**src/rtl/demux_sched_pkg.sv**
```systemverilog
// rtl/demux_sched_pkg.sv - shared types, constants and helpers for the 4-way burst scheduler
package demux_sched_pkg;

  typedef enum logic {
    IDLE = 1'b0,
    HOLD = 1'b1
  } state_e;

  localparam int CH_NUM = 4;
  localparam int SEL_W  = 2;

  function automatic logic [CH_NUM-1:0] onehot4(input logic [SEL_W-1:0] s);
    onehot4 = 4'b0001 << s;
  endfunction

endpackage

```
**src/rtl/rr_pick.sv**
```systemverilog
// rtl/rr_pick.sv - first set mask bit scanning upward from ptr with wraparound
module rr_pick
  import demux_sched_pkg::*;
(
  input  logic [SEL_W-1:0]  ptr,
  input  logic [CH_NUM-1:0] mask,
  output logic [SEL_W-1:0]  pick,
  output logic              any
);

  logic [SEL_W-1:0] idx;

  // Scan from the far end so the closest enabled channel to ptr wins last.
  always_comb begin
    pick = ptr;
    any  = 1'b0;
    idx  = ptr;
    for (int k = CH_NUM - 1; k >= 0; k--) begin
      idx = ptr + SEL_W'(k);
      if (mask[idx]) begin
        pick = idx;
        any  = 1'b1;
      end
    end
  end

endmodule

```
**src/rtl/demux4_burst_scheduler.sv**
```systemverilog
// rtl/demux4_burst_scheduler.sv - routes one word stream to four channels, BURST words per channel
module demux4_burst_scheduler
  import demux_sched_pkg::*;
#(
  parameter int WIDTH = 8,
  parameter int BURST = 4
) (
  input  logic              clk,
  input  logic              rst_n,
  input  logic [CH_NUM-1:0] ch_en,
  input  logic [WIDTH-1:0]  in_data,
  input  logic              in_valid,
  output logic              in_ready,
  output logic [WIDTH-1:0]  out_data,
  output logic [CH_NUM-1:0] out_valid,
  input  logic [CH_NUM-1:0] out_ready,
  output logic [SEL_W-1:0]  sel,
  output logic              busy
);

  localparam logic [7:0] LAST_BEAT = 8'(BURST - 1);

  state_e           state_q, state_d;
  logic [SEL_W-1:0] ptr_q, ptr_d;
  logic [SEL_W-1:0] sel_q, sel_d;
  logic [7:0]       beat_cnt_q, beat_cnt_d;
  logic [WIDTH-1:0] out_data_q, out_data_d;

  logic [SEL_W-1:0] target;
  logic             any_en;

  rr_pick u_rr_pick (
    .ptr  (ptr_q),
    .mask (ch_en),
    .pick (target),
    .any  (any_en)
  );

  assign busy      = (state_q == HOLD);
  assign in_ready  = rst_n && !busy && any_en;
  assign out_valid = onehot4(sel_q) & {CH_NUM{busy}};
  assign out_data  = out_data_q;
  assign sel       = sel_q;

  always_comb begin
    state_d    = state_q;
    ptr_d      = ptr_q;
    sel_d      = sel_q;
    beat_cnt_d = beat_cnt_q;
    out_data_d = out_data_q;
    case (state_q)
      IDLE: begin
        if (in_valid && in_ready) begin
          out_data_d = in_data;
          sel_d      = target;
          state_d    = HOLD;
          if (target != ptr_q) begin
            beat_cnt_d = 8'd0;
            ptr_d      = target;
          end
        end
      end
      HOLD: begin
        // A channel disabled mid-hold still gets its word but loses the rest of its burst.
        if (out_ready[sel_q]) begin
          state_d = IDLE;
          if (beat_cnt_q == LAST_BEAT || !ch_en[sel_q]) begin
            beat_cnt_d = 8'd0;
            ptr_d      = sel_q + 2'd1;
          end else begin
            beat_cnt_d = beat_cnt_q + 8'd1;
          end
        end
      end
      default: state_d = IDLE;
    endcase
  end

  always_ff @(posedge clk or negedge rst_n) begin
    if (!rst_n) begin
      state_q    <= IDLE;
      ptr_q      <= '0;
      sel_q      <= '0;
      beat_cnt_q <= 8'd0;
      out_data_q <= '0;
    end else begin
      state_q    <= state_d;
      ptr_q      <= ptr_d;
      sel_q      <= sel_d;
      beat_cnt_q <= beat_cnt_d;
      out_data_q <= out_data_d;
    end
  end

endmodule

```
**config.mk**
```make
export PLATFORM = sky130hd
export DESIGN_NAME = demux4_burst_scheduler
export DESIGN_NICKNAME = d
export VERILOG_FILES = /design/src/rtl/demux_sched_pkg.sv /design/src/rtl/rr_pick.sv /design/src/rtl/demux4_burst_scheduler.sv
export SDC_FILE = /design/constraint.sdc
export NUM_CORES = 1
export LEC_CHECK = 0
export ABC_AREA = 1
export BUFFER_PORTS_ARGS = -buffer_cell sky130_fd_sc_hd__clkbuf_2
export CAP_MARGIN = 20
export CORE_ASPECT_RATIO = 0.8
export CORE_MARGIN = 1
export CORE_UTILIZATION = 45
export CTS_BUF_LIST = sky130_fd_sc_hd__clkbuf_2 sky130_fd_sc_hd__clkbuf_4 sky130_fd_sc_hd__clkbuf_8
export DETAILED_ROUTE_END_ITERATION = 10
export PLACE_DENSITY = 0.64
export SYNTH_ARGS = -nofsm -noshare
export SYNTH_HDL_FRONTEND = slang
export SYNTH_SLANG_ARGS = --single-unit
```
**constraint.sdc**
```tcl
create_clock -name clk -period 2.96 [get_ports clk]
set_input_delay 0.592 -clock clk [delete_from_list [all_inputs] [get_ports clk]]
set_output_delay 0.592 -clock clk [all_outputs]
set_load 0.02 [all_outputs]
```
== Yosys cells after proc, flatten, opt, wreduce, memory -nomap -nowiden ==
Index checks and enable logic that the tools add are counted.

* Input port bits: 19
* Logic and storage cells: 66
* Register bits: 21
* Output and inout bits: 16

* Order comparisons: 5
* Reduce and logical (&&, ||, !) cells: 9
* Bitwise gates (word level): 2
* Mux-type cells: 33
* Shifts and indexed selects: 1
* Add/sub/neg operators: 5
* Eq/ne operators: 6

{| class="wikitable"
|+ Operators with widths
! cell !! count
|-
| 2-to-1 mux 8 bit || 4
|-
| 2-to-1 mux 2 bit || 8
|-
| case mux 8 bit (2 select lines) || 1
|-
| less-than comparator 2 x 3 -> 1 bit, second input constant || 5
|-
| binary-select mux 1 bit (select 2 bit) || 6
|-
| 2-to-1 mux 1 bit || 12
|-
| adder 8 x 1 -> 8 bit, second input constant || 1
|-
| equality test 8 x 2 -> 1 bit, second input constant || 1
|-
| adder 2 x 1 -> 2 bit, second input constant || 2
|-
| adder 2 bit, second input constant || 2
|-
| AND 4 bit || 1
|-
| != test 2 x 1 -> 1 bit, second input constant || 2
|-
| != test 2 bit, second input constant || 2
|-
| case mux 2 bit (2 select lines) || 1
|-
| AND reduction 4 bit || 1
|-
| << shifter 1 x 2 -> 4 bit, first input constant || 1
|-
| logical AND 1 bit || 3
|-
| AND reduction 3 bit || 1
|-
| zero test 1 bit || 2
|-
| != test 2 bit || 1
|-
| case mux 1 bit (2 select lines) || 1
|-
| AND reduction 2 bit || 1
|-
| logical OR 1 bit || 1
|-
| NOT 1 bit || 1
|}

== Depth between registers and ports, before layout ==
* Word-level depth: 11
* Gate-level depth with buffers: 17
* Mapped depth without buffers: 16

== By module ==
A second synthesis with hierarchy kept.

* Cell total of the unflattened synthesis: 260
* Area, all modules: 1,594.0 µm²

{| class="wikitable"
|+ Modules (own cells, without submodules)
! module !! sequential area each (µm²) !! area each (µm²) !! cells each !! times used
|-
| demux4_burst_scheduler || 525.5 || 1,360.1 || 207 || 1
|-
| rr_pick || 0.0 || 234.0 || 53 || 1
|}

== Worst setup path before layout ==
OpenSTA, ideal clock, no wires.

* Path type: input -> output
* Start: input ch_en[0]
* End: output in_ready
* Arrival: 1.209 ns
* Stages: 8
* Data required time: 2.368 ns
* Slack: 1.159 ns
* Buffers on the path: 0
* Cells stage by stage: inv_1 > o21ai_2 > nand2_2 > nand2_2 > inv_2 > nand3_2 > nand2_1 > inv_2

* Longest elaborated chain between the ends: 7
* Elaborated cells between the ends (all ways): 13
* Classes of those cells: 12 x mux; 1 x reduce/logical

{| class="wikitable"
|+ RTL lines
! element !! line !! text
|-
| start: declaration || demux4_burst_scheduler.sv:10 || <nowiki>input logic [CH_NUM-1:0] ch_en,</nowiki>
|-
| binary-select mux 1 bit (select 2 bit) || rr_pick.sv:20 || <nowiki>if (mask[idx]) begin</nowiki>
|-
| 2-to-1 mux 1 bit (not written as such) || rr_pick.sv:20 ||
|-
| 2-to-1 mux 1 bit (3 in series) || rr_pick.sv:20 ||
|-
| 2-to-1 mux 1 bit (*) || rr_pick.sv:20 ||
|-
| logical AND 1 bit (*) || demux4_burst_scheduler.sv:40 || <nowiki>assign in_ready = rst_n && !busy && any_en;</nowiki>
|-
| end: declaration || demux4_burst_scheduler.sv:13 || <nowiki>output logic in_ready,</nowiki>
|}

Every way passes the cells marked *; elsewhere a longest branch is shown, timed or not. The select of a mux whose other input is x is not followed.

== Final worst setup path ==
* Start: register ptr_q[0]
* End: output in_ready

* Longest elaborated chain between the ends: 8
* Elaborated cells between the ends (all ways): 16
* Classes of those cells: 3 x add/sub; 12 x mux; 1 x reduce/logical

{| class="wikitable"
|+ RTL lines
! element !! line !! text
|-
| start: declaration || demux4_burst_scheduler.sv:24 || <nowiki>logic [SEL_W-1:0] ptr_q, ptr_d;</nowiki>
|-
| start signal: assignment || demux4_burst_scheduler.sv:88 || <nowiki>ptr_q <= ptr_d;</nowiki>
|-
| adder 2 bit || rr_pick.sv:19 || <nowiki>idx = ptr + SEL_W'(k);</nowiki>
|-
| binary-select mux 1 bit (select 2 bit) || rr_pick.sv:20 ||
|-
| 2-to-1 mux 1 bit (not written as such) || rr_pick.sv:20 ||
|-
| 2-to-1 mux 1 bit (3 in series) || rr_pick.sv:20 ||
|-
| 2-to-1 mux 1 bit (*) || rr_pick.sv:20 ||
|-
| logical AND 1 bit (*) || demux4_burst_scheduler.sv:40 ||
|}

Marked as above.

==> flow_summary.json <==
{
  "synth_area_um2": 1590,
  "final_net_count": 281,
  "finalHoldViolCount": 0,
  "critPathLaunch": "ptr_q[0]",
  "drtIter0Drc": 66,
  "numClockSinks": 21,
  "antenna_found_initial": 0,
  "syn2layout_area_growth_pct": 14.1,
  "vias_per_cell": 4.90,
  "dp.cells": 292,
  "cts_tree": "done",
  "initial_core_util_pct": 49.5,
  "hpwlAfterDp_um": 2470,
  "post-route-period-util_pct": 81.8,
  "ys_ff_latch": 21,
  "final_common_cell": "nand2_1",
  "fillers": 319,
  "reg2reg_from": "sel[0]",
  "io_buffers": 34,
  "io_pins": 35,
  "max-cap-violations": 0,
  "hold_buffers": 0,
  "r2r_slack_ns": 0.72,
  "crit_end": "in_ready",
  "worst_pin_slew_ns": 1.03,
  "cts_buffers": 3,
  "netlist_instances": 224,
  "die_h_um": 55.2,
  "required_ns": 2.37,
  "grt_max_degree": 22,
  "finalSetupViolations": 0,
  "insertion_delay_ns": 0.26,
  "synthMuxAreaShare_pct": 0,
  "synth_top_family_by_area": "simple AND/OR/NAND/NOR gates",
  "wl_per_cell_um": 11.1,
  "maxSlewViolCount": 0,
  "synthAdderAreaFrac_pct": 3.93,
  "htree_levels": 1,
  "final_util_pct": 56.4,
  "firstDrtPassIters": 4,
  "postSynthNetCount": 248,
  "clock_path_buffers": 2,
  "place_ws_ns": 0.763,
  "leakage_nw": 1.03,
  "clkTransAtPathRegs_ns": 0.08,
  "core.rowCount": 18,
  "post_cts_buffers": 0,
  "gp_congestion": 0.815,
  "fin_cells": 296,
  "synth-simple-area-share_pct": 47.0,
  "r2r-end": "ptr_q[0]",
  "whs_ns": 0.306,
  "cts_resized": 0,
  "r2r.worst_path.cells": 7,
  "synth-compound-area-share_pct": 4.48,
  "synth_xor_area_share_pct": 2.75,
  "powerDensity_nw_per_um2": 1050,
  "critPathMaxFanout": 12,
  "die_width_um": 68.5,
  "final_cell_mix": "88 x nand2_1, 34 x clkbuf_2, 21 x dfrtp_1",
  "final.setup.worst_slack_ns": 0.539,
  "fin_setup_tns_ns": 0,
  "synth_cell_types": 29,
  "die_area_um2": 3780,
  "worstSetupStartpointType": "register",
  "via_count": 1451,
  "path_class": "register to output pin",
  "max_freq_mhz": 413,
  "rsz0062_at_grt": "no",
  "grt_first_pass_wirelength_um": 5850,
  "vdd_ir_drop_max_v": 0.000543,
  "wl_um": 3290,
  "status": "finished clean",
  "fin_crit_ns": 2.42,
  "min_path_type": "input port to asynchronous set/reset pin",
  "fin_skew_ns": 0.00159,
  "relSlewSlack_pct": 31.2,
  "ys_seq_area_share_pct": 33.0,
  "grt_overflow": 0,
  "total_power_mw": 1.90,
  "endpoint_kind": "output pin",
  "root_buffer": "clkbuf_8",
  "insertedDiodeCount": 0,
  "postRouteAntennaNets": 0,
  "yosysWarnings": 0,
  "stdcell_area_um2": 1820,
  "drc": 0,
  "avgSynthCellArea_um2": 7.11,
  "postPlaceCellArea_um2": 1770,
  "drive_above_1_share_pct": 30.9,
  "core_area_um2": 3220,
  "grt_use_total_pct": 20.1,
  "grt_pass1_vias": 1300,
  "crit_arrival_ns": 1.83
}
-- final cells by class --
type	count	area [um2]	area share (%)
Tap cell	40	50.0	2.75
Timing Repair Buffer	35	178	9.78
Sequential cell	21	526	28.9
Multi-Input combinational cell	175	933	51.4
Clock inverter	1	7.51	0.413
Inverter	21	81.3	4.48
Clock buffer	3	41.3	2.27
-- critical path, cell delays in order (launching register included) --
cell and delay (ns):
dfrtp_1 0.65, inv_2 0.16, nand2_1 0.14, nand2_2 0.08, nor2_1 0.18, nand3_2 0.08
nand2_1 0.08, inv_2 0.05, clkbuf_2 0.15
-- metal layers --
| metal | share of wire (%) | vias to the layer above | track usage (%) |
|---|---|---|---|
| li1 | - | 763 | - |
| met1 | 54 | 626 | 30.8 |
| met2 | 38 | 59 | 28.4 |
| met3 | 7.5 | 3 | 5.17 |
| met4 | 0.39 | 0 | 3.27 |
| met5 | 0 | - | 0 |
-- power breakdown --
| group | internal (mW) | leakage (nW) | total, mW | switching (mW) |
|---|---|---|---|---|
| logic | 0.389 | 0.740 | 1.19 | 0.797 |
| clock network | 0.0952 | 0.0217 | 0.193 | 0.0976 |
| registers | 0.381 | 0.272 | 0.521 | 0.140 |
| total | 0.865 | 1.03 | 1.90 | 1.03 |
-- cells in the mapped netlist --
cell type | n | area share [%]
inv_4 | 1 | 0.39
nand2_8 | 1 | 1.3
nand2_1 | 88 | 21
o21ai_1 | 2 | 0.63
nand2_2 | 16 | 6.3
buf_4 | 2 | 0.94
nand3b_1 | 1 | 0.47
nand3_2 | 7 | 4.4
clkbuf_1 | 1 | 0.24
nand4_1 | 1 | 0.39
nor2_1 | 13 | 3.1
nand2_4 | 2 | 1.4
inv_1 | 13 | 3.1
ha_1 | 5 | 3.9
o21a_1 | 1 | 0.47
nand3_1 | 15 | 4.7
inv_2 | 7 | 1.6
o21ai_2 | 2 | 1.1
buf_6 | 3 | 2.1
nor3_1 | 5 | 1.6
dfrtp_1 | 21 | 33
nor4_1 | 2 | 0.79
o21ai_0 | 4 | 1.3
o311ai_0 | 1 | 0.55
clkbuf_4 | 1 | 0.47
or2_2 | 2 | 0.79
xor2_1 | 5 | 2.7
nand3_4 | 1 | 1.1
o211ai_1 | 1 | 0.47
-- flip-flops by register name (all words and copies together) (netlist names) --
signal      flops
sel             2
busy            1
out_data        8
beat_cnt_q      8
ptr_q           2
-- how the worst min path moves through the flow --
stage	start	endpoint	slack [ns]
global route	rst_n	sel[1]	0.33
CTS	rst_n	beat_cnt_q[2]	0.31
floorplan	rst_n	beat_cnt_q[0]	0.30
detailed placement	out_data[3]	out_data[3]	0.46
finish	rst_n	beat_cnt_q[2]	0.31
global placement	out_data[3]	out_data[3]	0.47
-- kinds of logic (layout without fill, tap and decap cells) --
| logic type | after synthesis | in the layout |
|---|---|---|
| and+or+nand+nor | 154 | 154 |
| xor gates and xnor gates | 5 | 5 |
| adders and majority gates | 5 | 5 |
| AOI/OAI and AO/OA | 11 | 11 |
| buffers and inverters | 28 | 60 |
| DFF | 21 | 21 |
Power figures use the tool's default switching activity.
